--- src/rtl/fft_pkg.sv ---
// -----------------------------------------------------------------------------
// fft_pkg
// Shared constants, types and helpers for the FFT front-end.
//   FFT_DW   : default sample width in bits (signed two's complement)
//   FFT_N    : default frame length, must match the FFT size (power of two)
//   FFT_LOGN : log2(FFT_N)
//   sample_t : one signed sample
//   frame_t  : N samples, lane k in element k
//   bitrev   : reverse the low 'bits' bits of an index
// -----------------------------------------------------------------------------
package fft_pkg;

    localparam int FFT_DW   = 8;
    localparam int FFT_N    = 8;
    localparam int FFT_LOGN = $clog2(FFT_N);

    typedef logic signed [FFT_DW-1:0] sample_t;
    typedef sample_t [FFT_N-1:0]      frame_t;

    // Bit-reversal of an index, used to present frames in the order
    // a decimation-in-time FFT expects.
    function automatic int bitrev(input int k, input int bits);
        int r;
        r = 0;
        for (int b = 0; b < bits; b++) begin
            r = r | (((k >> b) & 1) << (bits - 1 - b));
        end
        return r;
    endfunction

endpackage

--- src/rtl/fft_frame_bank.sv ---
// -----------------------------------------------------------------------------
// fft_frame_bank
// One N x DW register bank holding a single frame. One write port, all
// entries readable in parallel.
//   clk   : system clock
//   rst   : synchronous active-high reset, clears every entry
//   we    : write enable
//   idx   : write index
//   wdata : write data
//   rdata : all entries, entry k at bits [DW*k +: DW]
// -----------------------------------------------------------------------------
module fft_frame_bank
    import fft_pkg::*;
#(
    parameter int DW   = FFT_DW,
    parameter int N    = FFT_N,
    parameter int LOGN = $clog2(N)
) (
    input  logic            clk,
    input  logic            rst,
    input  logic            we,
    input  logic [LOGN-1:0] idx,
    input  logic [DW-1:0]   wdata,
    output logic [N*DW-1:0] rdata
);

    logic [DW-1:0] mem_q [N];
    logic [DW-1:0] mem_d [N];

    always_comb begin
        for (int i = 0; i < N; i++) begin
            mem_d[i] = mem_q[i];
        end
        if (we) begin
            mem_d[idx] = wdata;
        end
    end

    always_ff @(posedge clk) begin
        for (int i = 0; i < N; i++) begin
            if (rst) begin
                mem_q[i] <= '0;
            end else begin
                mem_q[i] <= mem_d[i];
            end
        end
    end

    always_comb begin
        rdata = '0;
        for (int i = 0; i < N; i++) begin
            rdata[i*DW +: DW] = mem_q[i];
        end
    end

endmodule

--- src/rtl/fft_input_framer.sv ---
// -----------------------------------------------------------------------------
// fft_input_framer
// Collects a serial stream of signed samples into N-sample frames using two
// ping-pong banks and presents each complete frame as N parallel lanes, held
// until the downstream FFT takes it.
//   clk_1     : system clock
//   rst       : synchronous active-high reset
//   in_data   : serial sample (signed)
//   in_valid  : in_data valid
//   in_sof    : start-of-frame marker, qualified by in_valid
//   in_ready  : a sample can be accepted this cycle
//   out_data  : frame lanes, lane k at bits [DW*k +: DW]
//   out_valid : a complete frame is on out_data
//   out_ready : downstream takes the frame
//   align_err : sticky, a partial frame was discarded by in_sof
// Build option: define FFT_FRAMER_BITREV_EN to present lanes in bit-reversed
// sample order (lane k = sample bitrev(k)); otherwise lane k = sample k.
// -----------------------------------------------------------------------------
module fft_input_framer
    import fft_pkg::*;
#(
    parameter int DW = FFT_DW,
    parameter int N  = FFT_N
) (
    input  logic                 clk_1,
    input  logic                 rst,
    input  logic signed [DW-1:0] in_data,
    input  logic                 in_valid,
    input  logic                 in_sof,
    output logic                 in_ready,
    output logic [N*DW-1:0]      out_data,
    output logic                 out_valid,
    input  logic                 out_ready,
    output logic                 align_err
);

    localparam int LOGN = $clog2(N);

    logic [1:0]      full_q, full_d;
    logic            wr_bank_q, wr_bank_d;
    logic            rd_bank_q, rd_bank_d;
    logic [LOGN-1:0] wr_idx_q, wr_idx_d;
    logic            align_err_q, align_err_d;

    logic [1:0]      bank_we;
    logic [LOGN-1:0] bank_idx;
    logic [N*DW-1:0] bank0_rd, bank1_rd, rd_frame;
    logic            accept, drain;

    assign in_ready  = !rst && !full_q[wr_bank_q];
    assign out_valid = !rst && full_q[rd_bank_q];
    assign align_err = align_err_q;
    assign accept    = in_valid && in_ready;
    assign drain     = out_valid && out_ready;

    // Write side fills wr_bank; read side drains rd_bank. A fill can only
    // target a non-full bank, so a fill and a drain in the same cycle always
    // touch different full flags and both apply.
    always_comb begin
        full_d      = full_q;
        wr_bank_d   = wr_bank_q;
        rd_bank_d   = rd_bank_q;
        wr_idx_d    = wr_idx_q;
        align_err_d = align_err_q;
        bank_we     = '0;
        bank_idx    = wr_idx_q;
        if (accept) begin
            bank_we[wr_bank_q] = 1'b1;
            if (in_sof && (wr_idx_q != '0)) begin
                // Restart the frame in the same bank; the partial frame is
                // simply overwritten.
                bank_idx    = '0;
                wr_idx_d    = LOGN'(1);
                align_err_d = 1'b1;
            end else if (wr_idx_q == LOGN'(N-1)) begin
                full_d[wr_bank_q] = 1'b1;
                wr_bank_d         = ~wr_bank_q;
                wr_idx_d          = '0;
            end else begin
                wr_idx_d = wr_idx_q + LOGN'(1);
            end
        end
        if (drain) begin
            full_d[rd_bank_q] = 1'b0;
            rd_bank_d         = ~rd_bank_q;
        end
    end

    always_ff @(posedge clk_1) begin
        if (rst) begin
            full_q      <= '0;
            wr_bank_q   <= 1'b0;
            rd_bank_q   <= 1'b0;
            wr_idx_q    <= '0;
            align_err_q <= 1'b0;
        end else begin
            full_q      <= full_d;
            wr_bank_q   <= wr_bank_d;
            rd_bank_q   <= rd_bank_d;
            wr_idx_q    <= wr_idx_d;
            align_err_q <= align_err_d;
        end
    end

    fft_frame_bank #(.DW(DW), .N(N), .LOGN(LOGN)) u_bank0 (
        .clk   (clk_1),
        .rst   (rst),
        .we    (bank_we[0]),
        .idx   (bank_idx),
        .wdata (in_data),
        .rdata (bank0_rd)
    );

    fft_frame_bank #(.DW(DW), .N(N), .LOGN(LOGN)) u_bank1 (
        .clk   (clk_1),
        .rst   (rst),
        .we    (bank_we[1]),
        .idx   (bank_idx),
        .wdata (in_data),
        .rdata (bank1_rd)
    );

    assign rd_frame = rd_bank_q ? bank1_rd : bank0_rd;

    // Lane mapping is wiring only; out_data is forced to zero during reset.
    always_comb begin
        out_data = '0;
        if (!rst) begin
            for (int k = 0; k < N; k++) begin
`ifdef FFT_FRAMER_BITREV_EN
                out_data[k*DW +: DW] = rd_frame[bitrev(k, LOGN)*DW +: DW];
`else
                out_data[k*DW +: DW] = rd_frame[k*DW +: DW];
`endif
            end
        end
    end

endmodule
--- config.mk ---
export PLATFORM = sky130hd
export DESIGN_NAME = fft_input_framer
export DESIGN_NICKNAME = d
export VERILOG_FILES = /design/src/rtl/fft_pkg.sv /design/src/rtl/fft_frame_bank.sv /design/src/rtl/fft_input_framer.sv
export SDC_FILE = /design/constraint.sdc
export NUM_CORES = 1
export LEC_CHECK = 0
export BUFFER_PORTS_ARGS = -buffer_cell sky130_fd_sc_hd__buf_2
export CORE_MARGIN = 3
export CORE_UTILIZATION = 56
export CTS_CLUSTER_SIZE = 14
export DETAILED_ROUTE_END_ITERATION = 6
export PLACE_DENSITY = 0.78
export SETUP_SLACK_MARGIN = 0.1
export SLEW_MARGIN = 20
export SYNTH_ARGS = -nofsm -noshare
export SYNTH_HDL_FRONTEND = slang
export SYNTH_SLANG_ARGS = --single-unit
--- constraint.sdc ---
create_clock -name clk_1 -period 2.3 [get_ports clk_1]
set_input_delay 0.345 -clock clk_1 [delete_from_list [all_inputs] [get_ports clk_1]]
set_output_delay 0.345 -clock clk_1 [all_outputs]
set_load 0.05 [all_outputs]
## After elaboration in Yosys (flattened, before gate mapping)

Memories as Yosys holds them, arrays and structs flattened.
Cells that the tools add are included.

| cells by class | value |
|---|---|
| add/subtract/negate cells | 1 |
| multiply operators | 0 |
| divide/modulo/power cells | 0 |
| order comparisons | 6 |
| equal/unequal tests | 1 |
| shifts and indexed selects | 0 |
| mux-type cells | 44 |
| bitwise gates (word level) | 23 |
| reduce and logical (&&, ||, !) cells | 13 |

Operators by type and width:

| kind | number |
|---|---|
| two-way mux 64 bit | 4 |
| two-way mux 8 bit | 17 |
| bitwise mux 64 bit | 2 |
| demux 8 bit (select 3 bit) | 1 |
| OR 1 bit | 16 |
| two-way mux 3 bit | 4 |
| two-way mux 2 bit | 5 |
| two-way mux 1 bit | 9 |
| logical AND 1 bit | 8 |
| >= comparator 4 bit (second input constant) | 1 |
| less-than comparator 1 x 2 -> 1 bit (second input constant) | 2 |
| less-than comparator 4 x 1 -> 1 bit (second input constant) | 1 |
| inverter 3 -> 4 bit | 1 |
| adder 3 x 1 -> 3 bit (second input constant) | 1 |
| == test 3 bit (second input constant) | 1 |
| inverter 1 bit | 3 |
| AND reduction 3 bit | 1 |
| nonzero test 3 bit | 1 |
| AND 2 bit | 1 |
| demux 1 bit (select 1 bit) | 2 |
| >= comparator 1 bit (second input constant) | 2 |
| logical NOT 1 bit | 2 |
| inverter 2 bit | 1 |
| OR 2 bit | 1 |
| AND reduction 2 bit | 1 |

| storage, ports and cells | value |
|---|---|
| register bits | 8 |
| bits in latches | 0 |
| memory bits (writable) | 128 |
| bits in read-only memories | 0 |
| bits of input ports | 13 |
| output and inout port bits | 67 |
| logic and storage cells | 95 |
| memories | 2 |

Memories:

| memory | depth | width | read ports | clocked after memory_dff | write ports | line | text |
|---|---|---|---|---|---|---|---|
| u_bank0.mem_q | 8 | 8 | 8 | 0 | 8 | fft_frame_bank.sv:27 | `logic [DW-1:0] mem_q [N];` |
| u_bank1.mem_q | 8 | 8 | 8 | 0 | 8 | fft_frame_bank.sv:27 |  |

## Depth between registers and ports, before layout

Gate-level depths: netlist of the first run.

| logic depth | value |
|---|---|
| depth in word-level cells | 14 |
| gate-level depth with buffers | 8 |
| depth with buffers taken out | 6 |

## Cells and area by module

From an unflattened synthesis of the first run, not the netlist that was laid out.

| unflattened totals | value |
|---|---|
| cells, all modules | 668 |
| area, all modules | 6641.4 µm² |

Modules (own cells, without submodules):

| module | instances | cells an instance | area each (µm²) | sequential area each (µm²) |
|---|---|---|---|---|
| fft_frame_bank | 2 | 236 | 2617.5 | 1281.2 |
| fft_input_framer | 1 | 196 | 1406.3 | 160.2 |

## Least setup slack after synthesis of the first run

Ideal clock, no wire load.

| timing path | value |
|---|---|
| path type | register -> output |
| start | register rd_bank_q |
| end | output out_data[34] |
| data arrival time | 2.115 ns |
| required time | 1.955 ns |
| setup slack | -0.160 ns |
| cell stages (with the launch flop) | 6 |
| path buffers | 3 |
| cells stage by stage | dfxtp_1 clkbuf_1 buf_1 buf_1 mux2i_1 nor2_1 |

| on the way | value |
|---|---|
| cells in the longest elaborated chain, start to end | 2 |

Ends and longest elaborated chain:

| element | line | text |
|---|---|---|
| start: declaration | fft_input_framer.sv:41 | `logic rd_bank_q, rd_bank_d;` |
| start signal: assignment | fft_input_framer.sv:99 | `rd_bank_q <= rd_bank_d;` |
| two-way mux 64 bit | fft_input_framer.sv:123 | `assign rd_frame = rd_bank_q ? bank1_rd : bank0_rd;` |
| two-way mux 64 bit | fft_input_framer.sv:128 | `if (!rst) begin` |
| end: declaration | fft_input_framer.sv:31 | `output logic [N*DW-1:0] out_data,` |

Every way passes these cells.

## Worst setup path after layout of the first run

| timing path | value |
|---|---|
| start | register rd_bank_q |
| end | output out_data[51] |

Same word-level chain as after synthesis.

==> results of run 1 <==
-- sequential cells by signal, summed over array words and instances, names as in the netlist --
name           count
u_bank0.mem_q     64
u_bank1.mem_q     64
wr_idx_q           3
full_q             2
align_err          1
rd_bank_q          1
wr_bank_q          1
-- cell type report --
cell class                 count  area share
multi-input combinational    466       0.435
timing repair buffer         104      0.0865
clock inverter                 8     0.00968
inverter                       4     0.00208
sequential                   136       0.377
clock buffer                  24      0.0664
tap                          136      0.0235
-- cell usage after synthesis, types with 2 or more instances --
| cell type | number | area, sq um |
|---|---|---|
| o21ai_0 | 3 | 15.0 |
| mux2i_1 | 154 | 1540 |
| nor3_1 | 3 | 15.0 |
| nand3_1 | 7 | 35.0 |
| nand4_1 | 2 | 12.5 |
| clkbuf_1 | 39 | 146 |
| nor4_4 | 4 | 85.1 |
| dfxtp_1 | 136 | 2720 |
| nor2b_1 | 4 | 25.0 |
| nor4bb_1 | 2 | 20.0 |
| inv_1 | 4 | 15.0 |
| nand2_1 | 52 | 195 |
| nor2_1 | 165 | 619 |
| nand2b_1 | 6 | 37.5 |
| ha_1 | 3 | 37.5 |
| a21oi_1 | 28 | 140 |
| a22o_1 | 16 | 140 |
| buf_1 | 16 | 60.1 |
| xnor2_1 | 2 | 17.5 |
-- power groups by stage --
stage               logic [W]  clock network (W)  registers, W
detailed placement   0.000262                  0       0.00243
CTS                  0.000265            0.00252       0.00238
finish               0.000266            0.00250       0.00238
global placement     0.000255                  0       0.00243
floorplan            0.000194                  0       0.00243
global route         0.000285            0.00264       0.00238
-- worst min-delay path, cell delays in order --
cell	delay, ns
buf_2	0.11
nand2_1	0.07
a22oi_1	0.06
nor2_1	0.08
-- stage by stage --
step | total power, W | instance area [sq um] | hold slack, ns | instances
5_1_grt | 0.00531 | 7240 | 0.220 | 878
3_5_place_dp | 0.00270 | 6620 | 0.449 | 840
2_1_floorplan | 0.00263 | 6110 | 0.436 | 663
3_3_place_gp | 0.00269 | 6620 | 0.441 | 840
4_1_cts | 0.00517 | 7200 | 0.172 | 875
6_report | 0.00515 | 7240 | 0.183 | 878
-- cells by family after synthesis --
kind of cell	Yosys count	synth area share
xor+xnor	2	0.00291
flops	136	0.451
buf+inv	61	0.0394
simple gates	252	0.184
fa+ha+maj	3	0.00622
compound gates	54	0.0585
mux	155	0.257
-- worst paths after layout --
check	start	end	cells past startpoint
worst min-delay path	out_ready	full_q[1]	4
worst min register to register	u_bank0.mem_q[1][26]	u_bank0.mem_q[1][26]	2
worst max-delay path	rd_bank_q	out_data[51]	5
worst max register to register	wr_bank_q	u_bank1.mem_q[0][30]	5
-- routing by layer --
layer	wire, um	vias up	track usage
met3	835	17	0.0511
met2	6970	120	0.403
met4	204	0	0.0908
met5	0	-	0
li1	-	2371	-
met1	6120	2294	0.312
-- repair_timing --
action | CTS | global route
endpoints found under the setup margin | 47 | 20
pin swaps | 0 | 0
gates resized for setup | 0 | 3
buffers inserted | 3 | 3
hold endpoints to repair | 0 | 0
-- cell usage in the layout, fill, tap and decap left out, types with 3 or more instances in the layout --
cell type  instances
a21oi_1           27
a22o_1            16
buf_2             78
buf_4             21
clkbuf_1           3
clkbuf_16         16
clkbuf_8           5
clkinv_2           5
dfxtp_1          134
ha_1               3
inv_1              4
mux2i_1          154
nand2_1           52
nand2b_1           6
nand3_1            7
nor2_1           136
nor2_2            29
nor2b_1            4
nor3_1             3
nor4_4             4
o21ai_0            3
==> impl_metrics.csv, run 1 <==
group,metric,value,unit
synth,synth-edff-count,0,
clocking,clk_latency,0.52,ns
finish,fillers,806,
placed_design,dp_slack,0.179,ns
sta,timing.slew.headroom,0.583,
finish,drive_above_1_share,0.232,
global_route,grt_pass1_wl,22.7,mm
hold_path,hold_path.class,"input pin to flip-flop",
global_route,grt_use_total,0.243,
clocking,cts-root-buf,"clkbuf_8",
synth,syn-num-nets,679,
floorplan,dieWidth,110,um
finish,multiInputGateArea,3150,sq um
routing,wirelength,14.1,mm
floorplan,design.die.area,12100,sq um
clocking,cts_buffers,17,
floorplan,die_h,110,um
floorplan,core,10400,sq um
synth,async_reset_ff_frac,0,
floorplan,std_cell_rows,37,
worst_setup_path,reg2reg_slack,0.24,ns
sta,setup_violations,0,
worst_setup_path,arrival,1.80,ns
clocking,cts_tree,"yes",
clocking,ctsHtreeMaxLevel,4,
placed_design,io_buffers,79,
power,p_int,0.00398,W
synth,yosys_register_bits,136,
clocking,clockBufferDepth,2,
run,maxCapViolCount,0,
global_route,grt_max_degree,123,
routing,post_drt_wl_per_cell,16.1,um
finish,n_antenna_cell,0,
clocking,clock_sinks,136,
synth,synth_area,6030,sq um
global_route,gr-total-overflow,0,
sta,tightest_slew,0.626,ns
worst_setup_path,cpLargestDelayFamily,"buffers and inverters",
power,p_sw,0.00117,W
sta,worst_clock_skew,0.00525,ns
sta,fmax,467,MHz
floorplan,ios,80,
finish,seq_area,2730,sq um
synth,synth_cells,663,
finish,final_util,0.695,
power,vdd_drop_max,458,uV
sta,fin_ws,0.159,ns
worst_setup_path,timing.critical_path.mode_cell,"buf_4",
worst_setup_path,cpPeakStageDelay,0.47,ns
floorplan,initial_core_util,0.579,
power,power_density,711,nW/um^2
power,pwr-share-seq,0.463,
finish,area_growth,20.0,%
worst_setup_path,start_kind,"flip-flop",
sta,rsz0062_at_grt,"false",
global_route,antenna_found_initial,0,
routing,final_antenna_net_count,0,
synth,synth_seq_area_share,0.451,
sta,hold_viol,0,
worst_setup_path,crit_path_end_kind,"output pin",
worst_setup_path,worst_path_max_delay_cell,"dfxtp_4",
synth,dominantRegCellSynth,"dfxtp_1",
synth,yosys.cell_types.count,36,
sta,drv_slew,0,
worst_setup_path,critical_path_class,"flip-flop to output pin",
routing,drc_errors,0,
routing,drt_iter0_markers,305,
synth,yosysWarnings,0,
clocking,path_clk_slew,0.06,ns
status,outcome,"finished clean",
worst_setup_path,cp_cell_sequence,"buf_4 > buf_4 > mux2i_1 > nor2_2 > buf_2",
sta,period_needed,2.14,ns
routing,vias,4802,
sta,fin_tns_setup,0,ns
routing,first_pass_iters,4,
power,clock_power_share,0.485,
power,power_frac_comb,0.052,
placed_design,dp_hpwl,8.99,mm
routing,vias_per_cell,5.47,
sta,period_share,0.931,
clocking,cts-hold-fix-buffers,0,
worst_setup_path,required,1.96,ns
power,p_leak,3.11,nW
worst_setup_path,cp_max_fo,11,
worst_setup_path,worst-path-buf-inv,3,
power,p_sw_frac,0.227,
global_route,grt_pass1_vias,4588,
finish,final_nets,745,
placed_design,routabilityCongestion,0.853,
synth,synth.avg_cell_area,9.10,sq um
(Power assumes the default switching activity.)
==> inputs of run 2 (changes only) <==
- BUFFER_PORTS_ARGS: -buffer_cell sky130_fd_sc_hd__buf_2 -> not set
- CORE_MARGIN: 3 -> 2
- DONT_BUFFER_PORTS: not set -> 1
- PLACE_DENSITY: 0.78 -> 0.71
==> impl_metrics.csv, run 2 (synthesized netlist as in run 1, its figures left out) <==
group,metric,value,unit
clocking,cts-hold-fix-buffers,22,
routing,post_drt_wl_per_cell,17.4,um
status,outcome,"finished, violations left",
power,vdd_drop_max,521,uV
sta,setup_violations,0,
sta,fin_ws,0.168,ns
placed_design,routabilityCongestion,0.889,
routing,first_pass_iters,5,
routing,final_antenna_net_count,0,
routing,vias,4823,
status,violations,"hold timing",
clocking,path_clk_slew,0.06,ns
worst_setup_path,cpLargestDelayFamily,"buffers and inverters",
finish,final_cells,874,
clocking,clock_sinks,136,
placed_design,dp_slack,0.301,ns
sta,tightest_slew,0.880,ns
sta,drv_slew,0,
sta,hold_slack,-0.0986,ns
floorplan,ios,80,
clocking,cts-root-buf,"clkbuf_8",
worst_setup_path,required,1.96,ns
finish,final_nets,740,
sta,fmax,469,MHz
placed_design,dp_hpwl,8.85,mm
finish,most-common-layout-cells,"154 x mux2i_1, 135 x nor2_1, 132 x dfxtp_1, 75 x buf_4, 52 x nand2_1",
sta,worst_clock_skew,0.00712,ns
global_route,grt_max_degree,195,
routing,drt_iter0_markers,277,
global_route,gr-total-overflow,0,
sta,hold_viol,17,
finish,drive_above_1_share,0.205,
routing,vias_per_cell,5.52,
global_route,antenna_found_initial,1,
worst_setup_path,cp_cell_sequence,"buf_16 > mux2i_1 > nor2_1 > buf_4",
routing,drc_errors,0,
clocking,clockBufferDepth,2,
worst_setup_path,cpPeakStageDelay,0.44,ns
run,maxCapViolCount,0,
sta,fin_tns_setup,0,ns
placed_design,io_buffers,0,
power,power_density,690,nW/um^2
finish,reg_top3,"u_bank0.mem_q: 64 flops, u_bank1.mem_q: 64 flops, wr_idx_q: 3 flops",
global_route,grt_pass1_vias,4749,
floorplan,std_cell_rows,37,
finish,area_growth,23.8,%
floorplan,initial_core_util,0.582,
power,p_leak,3.10,nW
sta,rsz0062_at_grt,"true",
clocking,cts_tree,"yes",
placed_design,dp.cells,815,
hold_path,hold_path.class,"input pin to flip-flop",
finish,mostFrequentLayoutCell,"mux2i_1",
routing,wirelength,15.2,mm
sta,timing.slew.headroom,0.412,
sta,period_share,0.927,
clocking,cts_buffers,17,
worst_setup_path,critical_path_class,"flip-flop to output pin",
floorplan,design.die.area,11600,sq um
finish,final_util,0.720,
global_route,grt_use_total,0.276,
clocking,clk_latency,0.52,ns
floorplan,dieWidth,108,um
worst_setup_path,arrival,1.79,ns
floorplan,die_h,108,um
worst_setup_path,crit_path_end_kind,"output pin",
floorplan,core,10400,sq um
worst_setup_path,worst-path-buf-inv,2,
global_route,grt_pass1_wl,24.2,mm
worst_setup_path,cp_max_fo,32,
clocking,ctsHtreeMaxLevel,4,
power,finalPower,0.00515,W
worst_setup_path,start_kind,"flip-flop",
worst_setup_path,worst_path_max_delay_cell,"dfxtp_4",
sta,period_needed,2.13,ns
## run 2: changes by cell type in the layout (fill, tap and decap cells not counted), sizes merged
cell and change:
clkinvlp +1, buf -27, inv +1, clkbuf -2, diode +1, dlygate4sd3 +22
## run 2: cell type report
cell class,instances,area [sq um]
Inverter,4,15.0
Clock buffer,22,473
Tap cell,136,170
Clock inverter,10,93.8
Fill cell,789,2900
Multi-Input combinational cell,466,3150
Timing Repair Buffer,99,831
Antenna cell,1,2.50
Sequential cell,136,2730
## run 2: power breakdown
part / internal (W) / leakage [nW] / total, W / switching (W)
combinational: 0.0000733 / 1.73 / 0.000213 / 0.000140
sequential: 0.00237 / 1.10 / 0.00239 / 0.0000143
clock: 0.00155 / 0.273 / 0.00255 / 0.00100
total: 0.00399 / 3.10 / 0.00515 / 0.00116
## run 2: repair_timing
item	4_1_cts	5_1_grt
hold endpoints to repair	136	106
setup buffers	4	0
pin swaps	0	0
resized for setup	0	7
setup endpoints to repair	45	16
## run 2: path summary, 6_finish.rpt
path / from / endpoint / slack [ns] / cells past startpoint
setup / recovery: rd_bank_q / out_data[18] / 0.17 / 4
hold / removal: rst / wr_bank_q / -0.1 / 1
setup reg to reg: wr_idx_q[2] / u_bank0.mem_q[1][14] / 0.24 / 5
hold reg to reg: u_bank0.mem_q[1][24] / u_bank0.mem_q[1][24] / 0.45 / 2
## run 2: stage by stage
| step | instance area [sq um] | hold slack, ns |
|---|---|---|
| after floorplan | 6110 | 0.436 |
| after global placement | 6630 | 0.424 |
| after global routing | 7460 | -0.135 |
| after detailed placement | 6630 | 0.427 |
| after CTS | 7440 | -0.120 |
| final | 7470 | -0.0986 |
## run 2: routing by layer
metal	share of wire	GRT usage	routed length (um)
met5	0	0	0
met3	0.071	0.0890	1080
met1	0.41	0.332	6310
met2	0.50	0.454	7540
met4	0.019	0.114	296
==> inputs of run 3 (changes only) <==
- PLACE_DENSITY: 0.71 -> not set
- PLACE_DENSITY_LB_ADDON: not set -> 0.08
==> impl_metrics.csv, run 3 (synthesized netlist as in run 1, its figures left out) <==
group,metric,value,unit
finish,area_growth,22.6,%
run,maxCapViolCount,0,
status,outcome,"finished clean",
worst_setup_path,arrival,1.76,ns
routing,final_antenna_net_count,0,
finish,reg_top3,"u_bank0.mem_q: 64 flops, u_bank1.mem_q: 64 flops, wr_idx_q: 3 flops",
worst_setup_path,cp_cell_sequence,"buf_12 > mux2i_1 > nor2_1 > buf_4",
finish,fillers,819,
clocking,cts-root-buf,"clkbuf_8",
floorplan,std_cell_rows,37,
global_route,antenna_found_initial,0,
worst_setup_path,reg2reg_slack,0.23,ns
power,vdd_drop_max,455,uV
sta,fin_ws,0.199,ns
sta,period_needed,2.10,ns
sta,worst_clock_skew,0.00781,ns
routing,post_drt_wl_per_cell,17.5,um
worst_setup_path,critical_path_class,"flip-flop to output pin",
routing,drc_errors,0,
clocking,clock_sinks,136,
hold_path,min_from,"in_data[3]",
power,power_density,706,nW/um^2
sta,hold_viol,0,
worst_setup_path,worst_path_max_delay_cell,"dfxtp_4",
global_route,grt_use_total,0.269,
clocking,path_clk_slew,0.06,ns
placed_design,io_buffers,0,
floorplan,design.die.area,11600,sq um
worst_setup_path,cp_max_fo,36,
finish,mostFrequentLayoutCell,"mux2i_1",
power,p_leak,3.04,nW
worst_setup_path,reg2reg_depth,5,
global_route,grt_pass1_wl,23.9,mm
floorplan,core,10400,sq um
sta,rsz0062_at_grt,"true",
routing,wirelength,15.0,mm
clocking,clockBufferDepth,2,
floorplan,dieWidth,108,um
global_route,gr-total-overflow,0,
placed_design,dp_slack,0.288,ns
floorplan,ios,80,
power,finalPower,0.00522,W
sta,fin_tns_setup,0,ns
global_route,grt_max_degree,104,
global_route,grt_pass1_vias,4619,
clocking,ctsHtreeMaxLevel,4,
finish,most-common-layout-cells,"153 x mux2i_1, 136 x nor2_1, 133 x dfxtp_1, 58 x buf_4, 52 x nand2_1",
routing,vias_per_cell,5.59,
finish,n_antenna_cell,0,
placed_design,routabilityCongestion,0.884,
worst_setup_path,crit_path_end_kind,"output pin",
placed_design,dp_hpwl,8.59,mm
routing,vias,4793,
sta,timing.slew.headroom,0.453,
worst_setup_path,required,1.96,ns
worst_setup_path,r2r_start,"wr_bank_q",
sta,drv_slew,0,
hold_path,hold_path.class,"input pin to flip-flop",
clocking,cts_tree,"yes",
sta,tightest_slew,0.817,ns
hold_path,holdPathStages,2,
worst_setup_path,reg2reg_to,"wr_idx_q[2]",
finish,final_nets,727,
clocking,clk_latency,0.52,ns
clocking,cts_buffers,17,
hold_path,holdPathEnd,"u_bank1.mem_q[0][27]",
worst_setup_path,start_kind,"flip-flop",
sta,hold_slack,0.0109,ns
floorplan,initial_core_util,0.582,
sta,setup_violations,0,
finish,drive_above_1_share,0.180,
floorplan,die_h,108,um
routing,drt_iter0_markers,204,
routing,first_pass_iters,4,
sta,period_share,0.914,
worst_setup_path,cpPeakStageDelay,0.41,ns
sta,fmax,476,MHz
[run 3: changes by cell type in the layout (fill, tap and decap cells not counted), sizes merged, moves of 3 or more]
| cell | change |
|---|---|
| buf | -16 |
| dlygate4sd3 | +3 |
| clkbuf | +4 |
| clkinvlp | -3 |
| clkinv | -4 |
[run 3: cell type report]
class                      instances  area [sq um]  share of cell area
multi-input combinational        466          3160               0.428
sequential                       136          2730               0.369
timing repair buffer              86           753               0.102
inverter                           4          15.0             0.00203
tap                              136           170              0.0230
clock buffer                      26           498              0.0674
clock inverter                     3          65.1             0.00880
[run 3: through the flow]
step | std cells | utilization | cell area (sq um)
2_1_floorplan | 663 | - | 6110
3_3_place_gp | 800 | 0.628 | 6520
3_5_place_dp | 800 | 0.628 | 6520
4_1_cts | 857 | 0.711 | 7370
5_1_grt | 857 | 0.713 | 7390
6_report | 857 | 0.713 | 7390
[run 3: worst max-delay path by stage]
stage / to / from / slack, ns
6_report: out_data[19] / rd_bank_q / 0.20
5_1_grt: out_data[19] / rd_bank_q / 0.09
4_1_cts: u_bank0.mem_q[1][23] / wr_idx_q[2] / 0.12
3_5_place_dp: u_bank0.mem_q[0][23] / wr_bank_q / 0.29
3_3_place_gp: u_bank0.mem_q[0][22] / wr_bank_q / 0.33
2_1_floorplan: out_data[10] / rd_bank_q / 0.23
[run 3: worst max-delay path, delay by kind of cell, from the launching register on]
family | cells | cell delay [ns]
mux | 1 | 0.28
flops | 1 | 0.41
buf+inv | 2 | 0.46
simple gates | 1 | 0.06
[run 3: what timing repair did]
action,CTS,global route
setup endpoints to repair,47,17
hold buffers,26,0
gates resized for setup,0,7
setup buffers,2,0
hold endpoints to repair,136,0
[run 3: routing by layer]
| layer | track usage | up-vias | part of all wire |
|---|---|---|---|
| li1 | - | 2327 | - |
| met1 | 0.339 | 2308 | 0.44 |
| met2 | 0.443 | 127 | 0.47 |
| met3 | 0.0660 | 31 | 0.054 |
| met4 | 0.107 | 0 | 0.030 |
| met5 | 0 | - | 0 |
[run 3: report_power, final]
part / internal (W) / total, W / switching (W)
Sequential: 0.00237 / 0.00239 / 0.0000145
Combinational: 0.0000756 / 0.000237 / 0.000162
Clock: 0.00167 / 0.00259 / 0.000925
